`config.mk`:
```
export PLATFORM = sky130hd
export DESIGN_NAME = instr_fetch
export DESIGN_NICKNAME = d
export VERILOG_FILES = /design/src/rtl/fetch_pkg.sv /design/src/rtl/instr_fetch.sv
export SDC_FILE = /design/constraint.sdc
export NUM_CORES = 1
export LEC_CHECK = 0
export BUFFER_PORTS_ARGS = -buffer_cell sky130_fd_sc_hd__buf_2
export CORE_ASPECT_RATIO = 0.6
export CORE_UTILIZATION = 44
export DETAILED_ROUTE_END_ITERATION = 10
export GPL_ROUTABILITY_DRIVEN = 0
export GPL_TIMING_DRIVEN = 0
export PLACE_DENSITY = 0.72
export SLEW_MARGIN = 20
export SYNTH_ARGS = -nofsm -noshare
export SYNTH_HDL_FRONTEND = slang
export SYNTH_SLANG_ARGS = --single-unit
export TNS_END_PERCENT = 50
```
`constraint.sdc`:
```
create_clock -name clk -period 2.6 [get_ports clk]
set_clock_uncertainty 0.05 [all_clocks]
set_input_delay 0.39 -clock clk [delete_from_list [all_inputs] [get_ports clk]]
set_output_delay 0.39 -clock clk [all_outputs]
set_load 0.02 [all_outputs]
```
`src/rtl/fetch_pkg.sv`:
```
// -----------------------------------------------------------------------------
// fetch_pkg
//   Shared definitions for the instruction-fetch stage.
//   - XLEN             : datapath / address width
//   - RESET_PC_DEFAULT : default first PC fetched after reset
//   - PC_STEP_DEFAULT  : default sequential PC increment in bytes
//   - state_e          : fetch-stage control state (BOOT / RUN / FAULT)
// -----------------------------------------------------------------------------
package fetch_pkg;

    localparam int XLEN = 32;

    localparam logic [XLEN-1:0] RESET_PC_DEFAULT = 32'h0000_0000;
    localparam int              PC_STEP_DEFAULT  = 4;

    typedef enum logic [1:0] {
        BOOT  = 2'd0,   // one idle cycle after reset release
        RUN   = 2'd1,   // normal fetching
        FAULT = 2'd2    // misaligned redirect seen; absorbing until reset
    } state_e;

endpackage : fetch_pkg

```
`src/rtl/instr_fetch.sv`:
```
// -----------------------------------------------------------------------------
// instr_fetch
//   PC-generation and fetch stage sitting directly in front of a
//   synchronous-read instruction memory. Issues one read per cycle, tracks the
//   one-cycle read latency and presents {pc, instr} to the decoder with a
//   valid/ready handshake. Supports back-pressure, redirects that squash the
//   wrong-path response, a sticky misaligned-redirect fault and a counter of
//   accepted instructions.
//
// Ports:
//   clk            in   clock, all state updates on the rising edge
//   rst_n          in   asynchronous active-low reset
//   imem_addr      out  byte address to instruction memory
//   imem_en        out  memory chip select; a read is issued at the edge
//   imem_instr     in   memory read data (valid the cycle after the issue)
//   redirect_valid in   single-cycle redirect request
//   redirect_pc    in   redirect target
//   out_valid      out  out_instr/out_pc valid to the decoder
//   out_ready      in   decoder accepts this cycle
//   out_instr      out  fetched instruction
//   out_pc         out  PC of out_instr
//   fault          out  sticky misaligned-redirect fault
//   instr_count    out  number of instructions accepted by the decoder
// -----------------------------------------------------------------------------
module instr_fetch
    import fetch_pkg::*;
#(
    parameter logic [XLEN-1:0] RESET_PC = RESET_PC_DEFAULT,
    parameter int              PC_STEP  = PC_STEP_DEFAULT
) (
    input  logic            clk,
    input  logic            rst_n,
    output logic [XLEN-1:0] imem_addr,
    output logic            imem_en,
    input  logic [XLEN-1:0] imem_instr,
    input  logic            redirect_valid,
    input  logic [XLEN-1:0] redirect_pc,
    output logic            out_valid,
    input  logic            out_ready,
    output logic [XLEN-1:0] out_instr,
    output logic [XLEN-1:0] out_pc,
    output logic            fault,
    output logic [XLEN-1:0] instr_count
);

    state_e          state_q, state_d;
    logic [XLEN-1:0] fetch_pc_q;
    logic            resp_valid_q;
    logic [XLEN-1:0] resp_pc_q;
    logic            fault_q;
    logic [XLEN-1:0] instr_count_q;

    logic run;
    logic mis;
    logic fire;

    // Redirect target whose low bits are not word aligned.
    assign mis  = redirect_valid && (redirect_pc[1:0] != 2'b00);
    assign run  = (state_q == RUN);
    assign fire = out_valid && out_ready;

    // ------------------------------------------------------------------
    // State register
    // ------------------------------------------------------------------
    // NOTE: sequential state uses non-blocking assignments so every flop
    // samples pre-edge values regardless of process ordering.
    always_ff @(posedge clk or negedge rst_n) begin
        if (!rst_n) begin
            state_q <= BOOT;
        end else begin
            state_q <= state_d;
        end
    end

    // ------------------------------------------------------------------
    // Next-state logic
    // ------------------------------------------------------------------
    // NOTE: every combinational output gets a default first so no path
    // leaves it unassigned, which would otherwise infer a latch.
    always_comb begin
        state_d = state_q;
        unique case (state_q)
            BOOT:    state_d = RUN;                  // redirects ignored here
            RUN:     if (mis) state_d = FAULT;
            FAULT:   state_d = FAULT;                // only rst_n leaves
            default: state_d = BOOT;
        endcase
    end

    // ------------------------------------------------------------------
    // Output logic
    // ------------------------------------------------------------------
    always_comb begin
        imem_addr = redirect_valid ? redirect_pc : fetch_pc_q;
        imem_en   = 1'b0;
        out_valid = 1'b0;
        if (run) begin
            // Issue whenever the response slot is free or will be freed this
            // cycle (accepted, or squashed by a redirect). A misaligned target
            // is never sent to memory.
            imem_en   = !mis && (redirect_valid || !resp_valid_q || out_ready);
            // A redirect squashes the response currently on display.
            out_valid = resp_valid_q && !redirect_valid;
        end
    end

    assign out_instr   = imem_instr;   // memory holds its output while not enabled
    assign out_pc      = resp_pc_q;
    assign fault       = fault_q;
    assign instr_count = instr_count_q;

    // ------------------------------------------------------------------
    // Fetch datapath: PC, in-flight response tracking, fault, counter
    // ------------------------------------------------------------------
    always_ff @(posedge clk or negedge rst_n) begin
        if (!rst_n) begin
            fetch_pc_q    <= RESET_PC;
            resp_valid_q  <= 1'b0;
            resp_pc_q     <= '0;
            fault_q       <= 1'b0;
            instr_count_q <= '0;
        end else begin
            if (imem_en) begin
                // Next-cycle memory output belongs to imem_addr; the PC adder
                // wraps naturally at 2^XLEN.
                resp_valid_q <= 1'b1;
                resp_pc_q    <= imem_addr;
                fetch_pc_q   <= imem_addr + XLEN'(PC_STEP);
            end else if (fire) begin
                resp_valid_q <= 1'b0;
            end

            // imem_en is low whenever mis is high, so this never collides
            // with the issue branch above.
            if (run && mis) begin
                resp_valid_q <= 1'b0;
                fault_q      <= 1'b1;
            end

            if (fire) begin
                instr_count_q <= instr_count_q + 32'd1;
            end
        end
    end

endmodule : instr_fetch

```
==> flow_metrics.tcl <==
set metrics [dict create \
    critPathCaptureType "flip-flop" \
    die_area_mm2 0.0127 \
    cts_tree "built" \
    fp.dieW_um 145 \
    leakage_nw 3.50 \
    grtUsageTotal 0.253 \
    crit_arrival_ns 2.75 \
    path_clk_slew_ns 0.07 \
    use_met2 0.382 \
    fin_nets 816 \
    path_class "in2reg" \
    yosys_register_bits 98 \
    wl_um 16000 \
    synthMuxAreaShare 0.0681 \
    synthTopCellsByArea "dfrtp_1 (45%), nand2_1 (7.1%), xnor2_1 (5.3%)" \
    holdWs_ns 0.382 \
    synth.most_common_cell "nand2_1" \
    yosys_warnings 0 \
    synth.distinct_cells 52 \
    critical_path.max_fanout 10 \
    grt_use_met1 0.357 \
    antenna_found_initial 0 \
    clock.fmax_mhz 393 \
    r2r_cells 8 \
    hold_class "in2reg" \
    die_height_um 87.8 \
    initial_core_util 0.464 \
    crit_path_start_kind "primary input" \
    clk_latency_ns 0.34 \
    drv_slew 0 \
    ant_nets 0 \
    core_area_mm2 0.0116 \
    synth-simple-area-share 0.214 \
    finalHoldViolCount 0 \
    synth_compound_area_frac 0.0963 \
    drt-pass1-iter-count 6 \
    viasPerCell 5.58 \
    met3_usage 0.0729 \
    io_buffers 165 \
    syn_area_mm2 0.00540 \
    clockRootBuffer "clkbuf_16" \
    synth_xor_area_frac 0.0746 \
    fin_crit_ns 2.55 \
    grt_pass1_vias 4716 \
    synthArstFlopShare 1.00 \
    ys.flop_type "dfrtp_1" \
    ios 199 \
    synth_adder_area_share 0.00926 \
    synth_top_family_by_area "simple AND/OR/NAND/NOR gates" \
    grt_busiest_layer "met2" \
    synth_fp_nets 637 \
    relSlewSlack 0.457 \
    htreeDepth 3 \
    whs_path_depth 3 \
    drive_gt1_frac 0.356 \
    finalCritPeriodShare 0.979 \
    power_density_mw_per_mm2 896 \
    synthTopCellsByCount "nand2_1 (102), dfrtp_1 (98), buf_4 (37), nand3_1 (33), xnor2_1 (33)" \
    status "finished, final reports clean" \
    routedWlPerCell_um 17.6 \
    synthCells 565 \
    vdd_drop_max_mv 0.551 \
    remaining_drc_errors 0 \
    tightestPinTransition_ns 0.815 \
    drt_iter0_drc 372 \
    antenna_cells 0 \
    drv_cap 0 \
    place_hpwl_um 12400 \
    synth_top_cell_by_area "dfrtp_1" \
    grt.overflow.total 0 \
    setup_violations 0 \
    clk_path_buf_depth 2 \
    vias 5069 \
    seq_area_frac_synth 0.454 \
    avgSynthCellArea_um2 9.56 \
    grt_pass1_wl_um 24800 \
    nFillCells 1028 \
    numCtsBuffers 9 \
    synth.top_cell.area_share 0.454 \
    synth_edf_count 0 \
    post-route-util 0.589 \
    p_total_mw 6.14 \
    grt_max_degree 63 \
    worst_ep_required_time_ns 2.81 \
    rows 30 \
    syn_to_final_growth_pct 26.8 \
    clock_sink_count 98 \
]
-- report_power, final --
group / switching [mW] / internal, mW / total (mW)
Combinational: 1.53 / 0.879 / 2.41
Sequential: 0.364 / 2.00 / 2.37
Clock: 0.583 / 0.774 / 1.36
-- path summary, 6_finish.rpt --
path | start | endpoint | slack (ns)
hold reg to reg | instr_count[31]$_DFFE_PN0P_ | instr_count[31]$_DFFE_PN0P_ | 0.42
max in group asynchronous | rst_n | instr_count[2]$_DFFE_PN0P_ | 1.39
hold / removal | redirect_pc[31] | out_pc[31]$_DFFE_PN0P_ | 0.38
setup / recovery | redirect_valid | fetch_pc_q[26]$_DFFE_PN0P_ | 0.05
min in group asynchronous | rst_n | out_pc[13]$_DFFE_PN0P_ | 0.47
setup reg to reg | fetch_pc_q[2]$_DFFE_PN0P_ | fetch_pc_q[26]$_DFFE_PN0P_ | 0.20
-- layout by cell type, fill, tap and decap left out, types with 13 or more instances in the layout --
master | Yosys | final
xor2_1 | 13 | 13
xnor2_1 | 33 | 33
inv_1 | 21 | 20
dfrtp_1 | 98 | 98
nand3_1 | 33 | 33
buf_2 | 8 | 168
o21ai_0 | 32 | 32
buf_4 | 37 | 41
nand4_1 | 22 | 22
nor2_1 | 16 | 16
mux2_2 | 22 | 21
nand2_1 | 102 | 102
-- layout make-up --
type	count	area [µm²]	share of cell area
multi-input combinational	390	2530	0.370
sequential	98	2450	0.358
timing repair buffer	172	907	0.132
buffer	52	373	0.0544
clock buffer	10	239	0.0349
tap	160	200	0.0292
inverter	21	78.8	0.0115
clock inverter	6	65.1	0.00950
-- state kept, by name, indices dropped and copies added, names as in the netlist --
| register | cells |
|---|---|
| fetch_pc_q | 32 |
| fault | 1 |
| state_q | 2 |
| out_pc | 30 |
| instr_count | 32 |
| resp_valid_q | 1 |
-- critical path, stage by stage --
cell and delay (ns):
buf_4 0.16, buf_6 0.16, buf_6 0.16, mux2_2 0.29
ha_4 0.17, nand4b_1 0.21, a22oi_2 0.32, nand4_1 0.18
buf_4 0.20, or4_1 0.40, o211ai_1 0.10
-- metrics by stage --
step	TNS [ns]	instances	cell area (µm²)	setup WS, ns
finish	0	909	6850	0.0547
global route	-0.0234	909	6850	-0.0234
CTS	0	909	6830	0.0684
detailed placement	-4.45	891	6490	-0.556
global placement	-3.44	890	6450	-0.478
floorplan	0	565	5430	0.000714
-- repair_timing --
action,4_1_cts,5_1_grt
pin swaps,2,2
gates resized for setup,3,6
setup endpoints to repair,7,7
setup buffers,4,1
gates cloned,0,0
hold buffers,1,0
hold endpoints to repair,36,0
-- metal layers --
metal,up-vias,wire length (µm)
li1,2303,-
met4,0,247
met5,-,0
met2,284,6800
met1,2459,7260
met3,23,1650
-- logic make-up (layout without fill, tap and decap cells) --
| family | count (synthesis) | in the layout |
|---|---|---|
| AOI/OAI and AO/OA | 78 | 78 |
| adders and majority gates | 4 | 4 |
| buffers and inverters | 77 | 261 |
| and+or+nand+nor | 228 | 228 |
| muxes | 34 | 34 |
| DFF | 98 | 98 |
| xor gates and xnor gates | 46 | 46 |
No activity file was read; power rests on OpenSTA's default activity.
